==> src/rtl/seg7_scan_ctrl.sv <==
// Multiplexed common-anode 7-segment controller: per-digit register file, refresh prescaler,
// per-digit blink, 8-level PWM brightness and a one-cycle ghost blank at every slot start.
module seg7_scan_ctrl #(
    parameter  int NUM_DIGITS = 4,
    parameter  int DIV_WIDTH  = 16,
    parameter  int BLINK_BIT  = 5,
    localparam int AW         = (NUM_DIGITS > 1) ? $clog2(NUM_DIGITS) : 1
) (
    input  logic                  CLK,
    input  logic                  Reset,
    input  logic                  disp_en,
    input  logic                  wr_en,
    input  logic [AW-1:0]         wr_addr,
    input  logic                  wr_raw,
    input  logic [6:0]            wr_data,
    input  logic                  wr_dp,
    input  logic [NUM_DIGITS-1:0] blink_mask,
    input  logic [2:0]            brightness,
    output logic [6:0]            displayCA,
    output logic                  displayDP,
    output logic [NUM_DIGITS-1:0] displayAN,
    output logic [AW-1:0]         scan_idx,
    output logic                  frame_done
);

    // Each entry is {raw, payload[6:0], dp}.
    logic [8:0]            digit_q [NUM_DIGITS];
    logic [DIV_WIDTH-1:0]  prescaler;
    logic [BLINK_BIT:0]    frame_cnt;

    logic                  tick;
    logic                  last_digit;
    logic [8:0]            sel;
    logic [6:0]            seg_next;
    logic                  lit;
    logic [NUM_DIGITS-1:0] an_next;

    function automatic logic [6:0] hex_decode(input logic [3:0] code);
        logic [6:0] seg;
        case (code)
            4'h0: seg = 7'b0000001;
            4'h1: seg = 7'b1001111;
            4'h2: seg = 7'b0010010;
            4'h3: seg = 7'b0000110;
            4'h4: seg = 7'b1001100;
            4'h5: seg = 7'b0100100;
            4'h6: seg = 7'b0100000;
            4'h7: seg = 7'b0001111;
            4'h8: seg = 7'b0000000;
            4'h9: seg = 7'b0000100;
            4'hA: seg = 7'b0001000;
            4'hB: seg = 7'b1100000;
            4'hC: seg = 7'b0110001;
            4'hD: seg = 7'b1000010;
            4'hE: seg = 7'b0110000;
            default: seg = 7'b0111000;
        endcase
        return seg;
    endfunction

    assign tick       = &prescaler;
    assign last_digit = (scan_idx == AW'(NUM_DIGITS - 1));
    assign sel        = digit_q[scan_idx];

    // Anode is lit only inside the PWM window, never on the first count of a slot, and not during blink-off.
    always_comb begin
        seg_next = sel[8] ? sel[7:1] : hex_decode(sel[4:1]);
        lit      = disp_en
                && (prescaler != '0)
                && (prescaler[DIV_WIDTH-1 -: 3] <= brightness)
                && !(blink_mask[scan_idx] && frame_cnt[BLINK_BIT]);
        an_next  = lit ? ~(NUM_DIGITS'(1) << scan_idx) : '1;
    end

    always_ff @(posedge CLK) begin
        if (Reset) begin
            prescaler  <= '0;
            frame_cnt  <= '0;
            scan_idx   <= '0;
            frame_done <= 1'b0;
        end else begin
            prescaler  <= prescaler + 1'b1;
            frame_done <= tick && last_digit;
            if (tick) begin
                if (last_digit) begin
                    scan_idx  <= '0;
                    frame_cnt <= frame_cnt + 1'b1;
                end else begin
                    scan_idx  <= scan_idx + 1'b1;
                end
            end
        end
    end

    always_ff @(posedge CLK) begin
        if (Reset) begin
            for (int i = 0; i < NUM_DIGITS; i++) begin
                digit_q[i] <= {1'b1, 7'h7F, 1'b0};
            end
        end else if (wr_en && (int'(wr_addr) < NUM_DIGITS)) begin
            digit_q[wr_addr] <= {wr_raw, wr_data, wr_dp};
        end
    end

    // Pins are a registered image of the current scan state, so they trail it by one cycle.
    always_ff @(posedge CLK) begin
        if (Reset) begin
            displayCA <= 7'h7F;
            displayDP <= 1'b1;
            displayAN <= '1;
        end else begin
            displayCA <= seg_next;
            displayDP <= ~sel[0];
            displayAN <= an_next;
        end
    end

endmodule

==> config.mk <==
export PLATFORM = sky130hd
export DESIGN_NAME = seg7_scan_ctrl
export DESIGN_NICKNAME = d
export VERILOG_FILES = /design/src/rtl/seg7_scan_ctrl.sv
export SDC_FILE = /design/constraint.sdc
export NUM_CORES = 1
export LEC_CHECK = 0
export CAP_MARGIN = 20
export CORE_ASPECT_RATIO = 0.6
export CORE_MARGIN = 2
export CORE_UTILIZATION = 51
export DETAILED_ROUTE_END_ITERATION = 16
export MAX_ROUTING_LAYER = met4
export PLACE_DENSITY = 0.73
export SLEW_MARGIN = 0
export SYNTH_ARGS = -nofsm -noshare
export SYNTH_HDL_FRONTEND = slang
export SYNTH_SLANG_ARGS = --single-unit
==> constraint.sdc <==
create_clock -name CLK -period 2.17 [get_ports CLK]
set_clock_uncertainty 0.1 [all_clocks]
set_input_delay 0.434 -clock CLK [delete_from_list [all_inputs] [get_ports CLK]]
set_output_delay 0.434 -clock CLK [all_outputs]
set_load 0.02 [all_outputs]
== Word level (Yosys, flattened, before mapping) ==
Memory sizes are Yosys's and may differ from the RTL's. A register that Yosys moved wholly into a read port is not among the register bits.
Cells that the tools add are included.
W data, S select, Z words.
Word-level totals
  register bits: 37
  memory bits (writable): 36
  memory bits (read-only): 112
  input port bits: 22
  output and inout bits: 15
  word-level logic and storage cells: 44
  memories kept: 2
Memories
  (no name shown): depth 16, bits a word 7, rd ports 1, clocked after Yosys merged registers in 0, wr ports 0, line 40  | case (code)
  digit_q: depth 4, bits a word 9, rd ports 1, clocked after Yosys merged registers in 1, wr ports 4, line 27  | logic [8:0] digit_q [NUM_DIGITS];
Operators by class
  $add $sub $neg: 3
  $lt $le $gt $ge: 2
  equality and inequality tests: 1
  shift operators: 1
  multiplexer cells: 14
  bitwise logic cells: 3
  reduce and logical (&&, ||, !) cells: 11
Operators with widths (count)
  $reduce_and A17 Y1: 1
  $add A16 B1 Y16 const B: 1
  $reduce_and A16 Y1: 1
  $reduce_bool A16 Y1: 1
  $mux W9: 1
  $reduce_or A9 Y1: 1
  $mux W2: 4
  $mux W1: 7
  $mux W7: 1
  $add A6 B1 Y6 const B: 1
  $logic_and A1 B1 Y1: 5
  $not A4 Y4: 1
  $shl A1 B2 Y4 const A: 1
  $le A3 B3 Y1: 1
  $lt A2 B3 Y1 const B: 1
  $add A2 B1 Y2 const B: 1
  $bmux W1 S2: 1
  $eq A2 B2 Y1 const B: 1
  $not A1 Y1: 2
  $reduce_or A2 Y1: 1
  $logic_not A1 Y1: 1

== Depth between registers and ports, before layout ==
  depth in word-level cells: 7
  mapped depth: 7
  gate-level depth less buffers: 6

== Worst setup path after synthesis ==
No wires, ideal clock.
  kind: input port to flip-flop
  from: input port Reset
  to: memory digit_q[0][0], enable pin
  library setup time: 313 ps
  arrival: 1672 ps
  required time: 1757 ps
  setup slack: 85 ps
  stages: 5
  path buffers: 1
  path through: clkbuf_1 > inv_2 > nand2_1 > nor3_1 > or2_2
RTL lines
  start: declaration: line 10  | input logic Reset,
  end: declaration: line 27

==> summary by stage <==
CTS
The clock sink count is 75. The quantity of hold-fixing buffers added after cts is 0. The clock tree from TritonCTS is yes. The number of clock buffers added by TritonCTS is 9. The total number of H-tree levels is 3. The buffer levels on the longest clock path is 2. After clock tree synthesis, the clock-pin slew on the worst setup and hold paths is 0.06 ns. In this run the clock root is driven by a sky130_fd_sc_hd__clkbuf_16. The insertion delay of the later-clocked pin in the worst-skew pair is 0.34 ns.

Global route
The first global-routing pass estimated 12.3 mm of wire. The overall routing resource usage is 22.3%. The number of antenna violations at the first check in global routing is 0.

Entering global routing, the biggest net connects 16 pins. The number of global-route vias before repair is 2,338. After global routing the overflow that remains totals 0.

Floorplan
The die is 112 µm wide. The number of placed I/O pins is 37. The chip height is 69.0 µm. The die footprint is 7750 µm². Once the floorplan was initialized, standard cells occupied 53.3% of the core. The number of placement rows is 23. The area of the placeable core is 6730 µm².

Pwr
The total power draw is 3.46 mW. IR analysis of the VDD net gives a maximum drop of 0.520 mV. The total power per unit cell area is 769 nW/µm². The analysis attributes to cell leakage a power of 1.64 nW.

Place
The placer congestion estimate is 0.845. Including well taps, the total number of placed cells is 441. The count of port buffers added during placement is 36.

The placed wire-length estimate is 5.49 mm.

Finish
The finished layout holds 461 standard cells, fillers aside. The antenna diode instance count is 0. The post-layout net count is 407. The area growth from synthesis to layout is 25.3%. The post-route netlist has 14.4% of its cells at a drive strength greater than 1.

Drt
The total number of vias is 2,621. The number of iterations in the first detailed-routing pass is 5. After detailed routing, the met3 layer carries 615 µm of wire. Detailed routing placed a total of 3.19 mm of wire on met2. Dividing the detail-routed via count by the number of cells gives 5.69.

The number of nets with antenna violations after routing is 0. The detailed-routing wirelength on met1 is 4.08 mm. The average detailed-routed wire length per instance is 17.3 µm.

The post-route DRC violation count is 0. The uppermost metal layer occupied by signal nets is met4. For this block, the initial DRC count from the detailed router was 229. The final wirelength is 7.97 mm.

Setup path
Data on the critical path is required at its endpoint by 2.28 ns. The critical path is of the flop to flop type. STA classifies the critical path endpoint as a flop. STA classifies the critical path startpoint as a flop. The highest fanout seen on the critical path is 9.

The endpoint arrival time on the critical path is 2.19 ns.

Flow run
The max-cap violation count is 0.

Timing
The final-report hold violation count was 0. The max-slew headroom at the worst pin is 69.6%. The number of max-slew violations in the final report came to 0.

The clock period minus worst slack is 2.07 ns. For the pin with the worst max-slew slack, the measured transition is 0.450 ns. The fraction of the cycle the final worst path needs is 95.5%. Based on the critical path, the design can be clocked at up to 0.482 GHz. Setup repair after global routing could not meet its margin everywhere.

The final count of negative-setup-slack endpoints is 0.

Synthesis
During synthesis, Yosys emitted a total of 0 warnings. The number of flops mapped to enable cells by yosys is 36. The share of flip-flops with an asynchronous set or reset after synthesis is 0%. The synthesized netlist contains 49 unique library cells. The largest area contributor in the synthesized netlist is sky130_fd_sc_hd__edfxtp_1. By count the netlist is led by sky130_fd_sc_hd__dfxtp_1 (39), sky130_fd_sc_hd__edfxtp_1 (36), sky130_fd_sc_hd__nand2b_1 (33). After synthesis, the cell types taking the most area are sky130_fd_sc_hd__edfxtp_1 (30%), sky130_fd_sc_hd__dfxtp_1 (22%), sky130_fd_sc_hd__nand2b_1 (5.8%), sky130_fd_sc_hd__ha_1 (5.6%), sky130_fd_sc_hd__mux4_1 (3.7%).

Synthesis produced a netlist with a net count of 348. Summed over its instances, the top area cell type makes up 30.1% of the synthesized netlist area. A synthesized cell averages 11.6 µm². The total standard cell area after synthesis is 3590 µm². The part of the Yosys area used for sequential elements is 51.9%. The most repeated cell in the gate-level netlist after synthesis is sky130_fd_sc_hd__dfxtp_1. Among all flip-flop cells after synthesis, the most frequent one is sky130_fd_sc_hd__dfxtp_1. The total of flip-flops plus latches after synthesis is 75. After technology mapping, the gate count stands at 310.

Worst hold path
The path class of the tightest hold or removal check is flop to flop.

Status
The flow ran to the end, and the final reports show no timing, DRC or antenna violations.
-- stage by stage --
| stage | setup slack (ns) | area, µm² | hold slack, ns | TNS, ns | util, % |
|---|---|---|---|---|---|
| detailed placement | 0.0502 | 4120 | 0.373 | 0 | 61.2 |
| global placement | 0.103 | 4120 | 0.367 | 0 | 61.2 |
| global route | -0.00122 | 4500 | 0.410 | -0.00122 | 66.8 |
| finish | 0.0967 | 4500 | 0.381 | 0 | 66.8 |
| CTS | 0.0410 | 4430 | 0.385 | 0 | 65.8 |
| floorplan | 0.0848 | 3590 | 0.341 | 0 | - |
-- sequential cells by signal, indices dropped and copies added, names as in the netlist, named ones only --
name        flops
digit_q        36
prescaler      16
displayCA       7
frame_cnt       6
displayAN       4
scan_idx        2
displayDP       1
frame_done      1
-- layout make-up --
cell class / count / area, µm²
Inverter: 11 / 41.3
Clock inverter: 5 / 77.6
Timing Repair Buffer: 57 / 518
Fill cell: 529 / 2240
Clock buffer: 11 / 233
Tap cell: 87 / 109
Sequential cell: 75 / 1860
Multi-Input combinational cell: 215 / 1660
-- routing by layer --
layer / GRT usage (%) / vias up
met5: - / -
met4: 7.01 / 0
met3: 7.08 / 8
met2: 30.4 / 99
met1: 31.5 / 1256
li1: - / 1258
-- placed cells by master, fill, tap and decap left out, types with 8 or more instances in the layout --
cell / synthesis / routed
sky130_fd_sc_hd__clkbuf_16: 0 / 9
sky130_fd_sc_hd__nand3_1: 13 / 13
sky130_fd_sc_hd__nor2_1: 19 / 19
sky130_fd_sc_hd__xor2_1: 8 / 8
sky130_fd_sc_hd__dfxtp_1: 39 / 39
sky130_fd_sc_hd__nand2_1: 14 / 14
sky130_fd_sc_hd__inv_1: 10 / 9
sky130_fd_sc_hd__nand2b_1: 33 / 33
sky130_fd_sc_hd__edfxtp_1: 36 / 36
sky130_fd_sc_hd__a21oi_1: 12 / 12
sky130_fd_sc_hd__buf_4: 1 / 21
sky130_fd_sc_hd__ha_1: 16 / 16
sky130_fd_sc_hd__clkdlybuf4s50_1: 0 / 36
sky130_fd_sc_hd__nand4_1: 9 / 9
sky130_fd_sc_hd__o21ai_0: 8 / 8
-- final timing paths --
path	start	slack, ns	end	cells past startpoint
hold reg to reg	prescaler[0]	0.38	prescaler[0]	1
setup / recovery	flop	0.1	displayCA[6]	5
setup reg to reg	flop	0.1	displayCA[6]	5
hold / removal	prescaler[0]	0.38	prescaler[0]	1
-- logic make-up after synthesis --
family          after synthesis  share of synthesized area, %
flops                        75                          51.9
simple gates                130                          20.9
buf+inv                      22                          3.28
mux                          18                          9.27
xor+xnor                     12                          2.93
fa+ha+maj                    16                          5.58
compound gates               37                          6.14
-- power by group --
group	internal [mW]	switching, mW
Combinational	0.155	0.154
Sequential	1.56	0.0333
Clock	1.00	0.560
-- critical path, cell delays in order, from the launching register on --
cell and delay, ns:
sky130_fd_sc_hd__dfxtp_1 0.39, sky130_fd_sc_hd__buf_4 0.24, sky130_fd_sc_hd__mux4_2 0.61, sky130_fd_sc_hd__nor2b_1 0.17, sky130_fd_sc_hd__a221oi_1 0.33, sky130_fd_sc_hd__o21ai_1 0.10
-- what timing repair did --
| item | CTS | global route |
|---|---|---|
| setup endpoints to repair | 0 | 4 |
| resized for setup | 0 | 2 |
| buffers inserted | 0 | 2 |
No activity file was read; power rests on OpenSTA's default activity.
==> edit: new RTL, config.mk and constraints unchanged <==
`BLINK_BIT`: 5 -> 10.
--- a/src/rtl/seg7_scan_ctrl.sv
+++ b/src/rtl/seg7_scan_ctrl.sv
@@ -4,5 +4,5 @@
     parameter  int NUM_DIGITS = 4,
     parameter  int DIV_WIDTH  = 16,
-    parameter  int BLINK_BIT  = 5,
+    parameter  int BLINK_BIT  = 10,
     localparam int AW         = (NUM_DIGITS > 1) ? $clog2(NUM_DIGITS) : 1
 ) (
Behaviour: no difference found for any inputs over 10 cycles, from zero or initial values and one cycle with Reset high; that may be too few to reach the edited logic, so the function may still have changed.
==> edit against the unedited design <==
- area after synthesis increased by 4.1%
- wire length increased by 4.1%
- die area increased by 3.9%
- critical path depth increased by 1
- non-clock buffer count increased by 19
- sequential power increased by 6%
- worst setup slack got worse by 12 ps
- sequential cell count increased by 5
- hold slack improved by 11 ps
- final area increased by 5.8%
- total power decreased by 0.96%
- critical path type unchanged
- largest cell class unchanged
- largest power group unchanged
==> edit: results (changes against the unedited design) <==
| Metric | Value |
|---|---|
| Layout clock area frac | 0.0584 (-0.0106) |
| Synthesized instance count | 337 (+8.7%) |
| First-pass GRT wire length | 13,600 µm (+10%) |
| Worst R2R Path Depth | 6 (+1) |
| Sequential group power | 1680 µW (+6%) |
| Utilization after layout | 0.663 (-0.00479) |
| Pwr Density | 720 nW/µm² (-6.4%) |
| Post-synth top cells | dfxtp_1 (44), edfxtp_1 (36), nand2b_1 (36), nor2_1 (33), nand2_1 (22) |
| Mux share of post-synthesis cell area | 0.0767 (-0.0161) |
| Slowest CP cell | or4_4 |
| CP top delay family | simple AND/OR/NAND/NOR gates |
| VDD IR max | 0.000499 V (-4.0%) |
| Layout non-clock buf frac | 0.139 (+0.0236) |
| Via density | 5.37 (-5.6%) |
| Vias in the first global route | 2,661 (+14%) |
| Synth cell types | 44 (-10%) |
| Largest regs | digit_q (36), prescaler (16), frame_cnt (11) |
| DR iter-0 viols | 270 (+18%) |
| Worst-path maximum fanout | 4 (-5) |
| Post-synthesis adder-cell area fraction | 0.0536 (-0.00220) |
| Hold path depth | 2 (+1) |
| Seq/Total Area, Yosys | 0.525 (+0.00629) |
| GP Congestion | 0.898 (+6.2%) |
| Synth Area in Compound Gates | 0.0479 (-0.0135) |
| Post-DP HPWL | 6040 µm (+10%) |
| Net Count, Synth | 375 (+7.8%) |
| Crit path DAT | 2250 ps (+60 ps) |
| Leakage dissipation | 0.00178 µW (+8.9%) |
| Int Pwr | 2680 µW (-1.3%) |
| Pin count of the biggest net entering global routing | 18 (+2) |
| Sink Count | 80 (+6.7%) |
| FILL cells | 551 (+4.2%) |
| Status | complete, no violations |
| Placed Area | 4470 µm² (+8.4%) |
| Synth Area in XOR/XNOR | 0.0492 (+0.0199) |
| Clock buffer count | 10 (-1) |
| Multi-input combinational area share | 0.356 (-0.0126) |
| Nets@finish | 451 (+11%) |
| Register Area | 1960 µm² (+5.5%) |
| Share of cells above drive strength 1 | 0.187 (+0.0427) |
| Worst slew margin | 0.664 (-0.0315) |
| Drt total wl | 8300 µm (+4.1%) |
| Synth area leaders | edfxtp_1 (29%), dfxtp_1 (24%), mux4_2 (6.0%), nand2b_1 (6.0%), ha_1 (5.4%) |
| Post-route insts no fill | 508 (+10%) |
| Placement-stage worst setup slack | -0.317 ps (-50.5 ps) |
-- edit: cell count changes after synthesis, moves of 4 or more --
cell      change
dfxtp_1       +5
nor2_1       +14
clkbuf_1      +6
nand2_1       +8
mux4_2        +5
o21ai_1       -7
xnor2_1       +6
mux4_1        -5
buf_6         -4
-- edit: path summary, 6_finish.rpt --
| path | endpoint | slack, ps |
|---|---|---|
| setup / recovery | frame_cnt[10]$_SDFFE_PP0P_ | 90 |
| hold / removal | frame_cnt[1]$_SDFFE_PP0P_ | 390 |
| setup reg to reg | frame_cnt[10]$_SDFFE_PP0P_ | 90 |
| hold reg to reg | frame_cnt[1]$_SDFFE_PP0P_ | 390 |
-- edit: metal layers --
| metal | share of wire | global-route usage |
|---|---|---|
| met1 | 0.51 | 0.349 |
| met2 | 0.39 | 0.298 |
| met3 | 0.085 | 0.0668 |
| met5 | 0 | - |
| met4 | 0.0082 | 0.0678 |
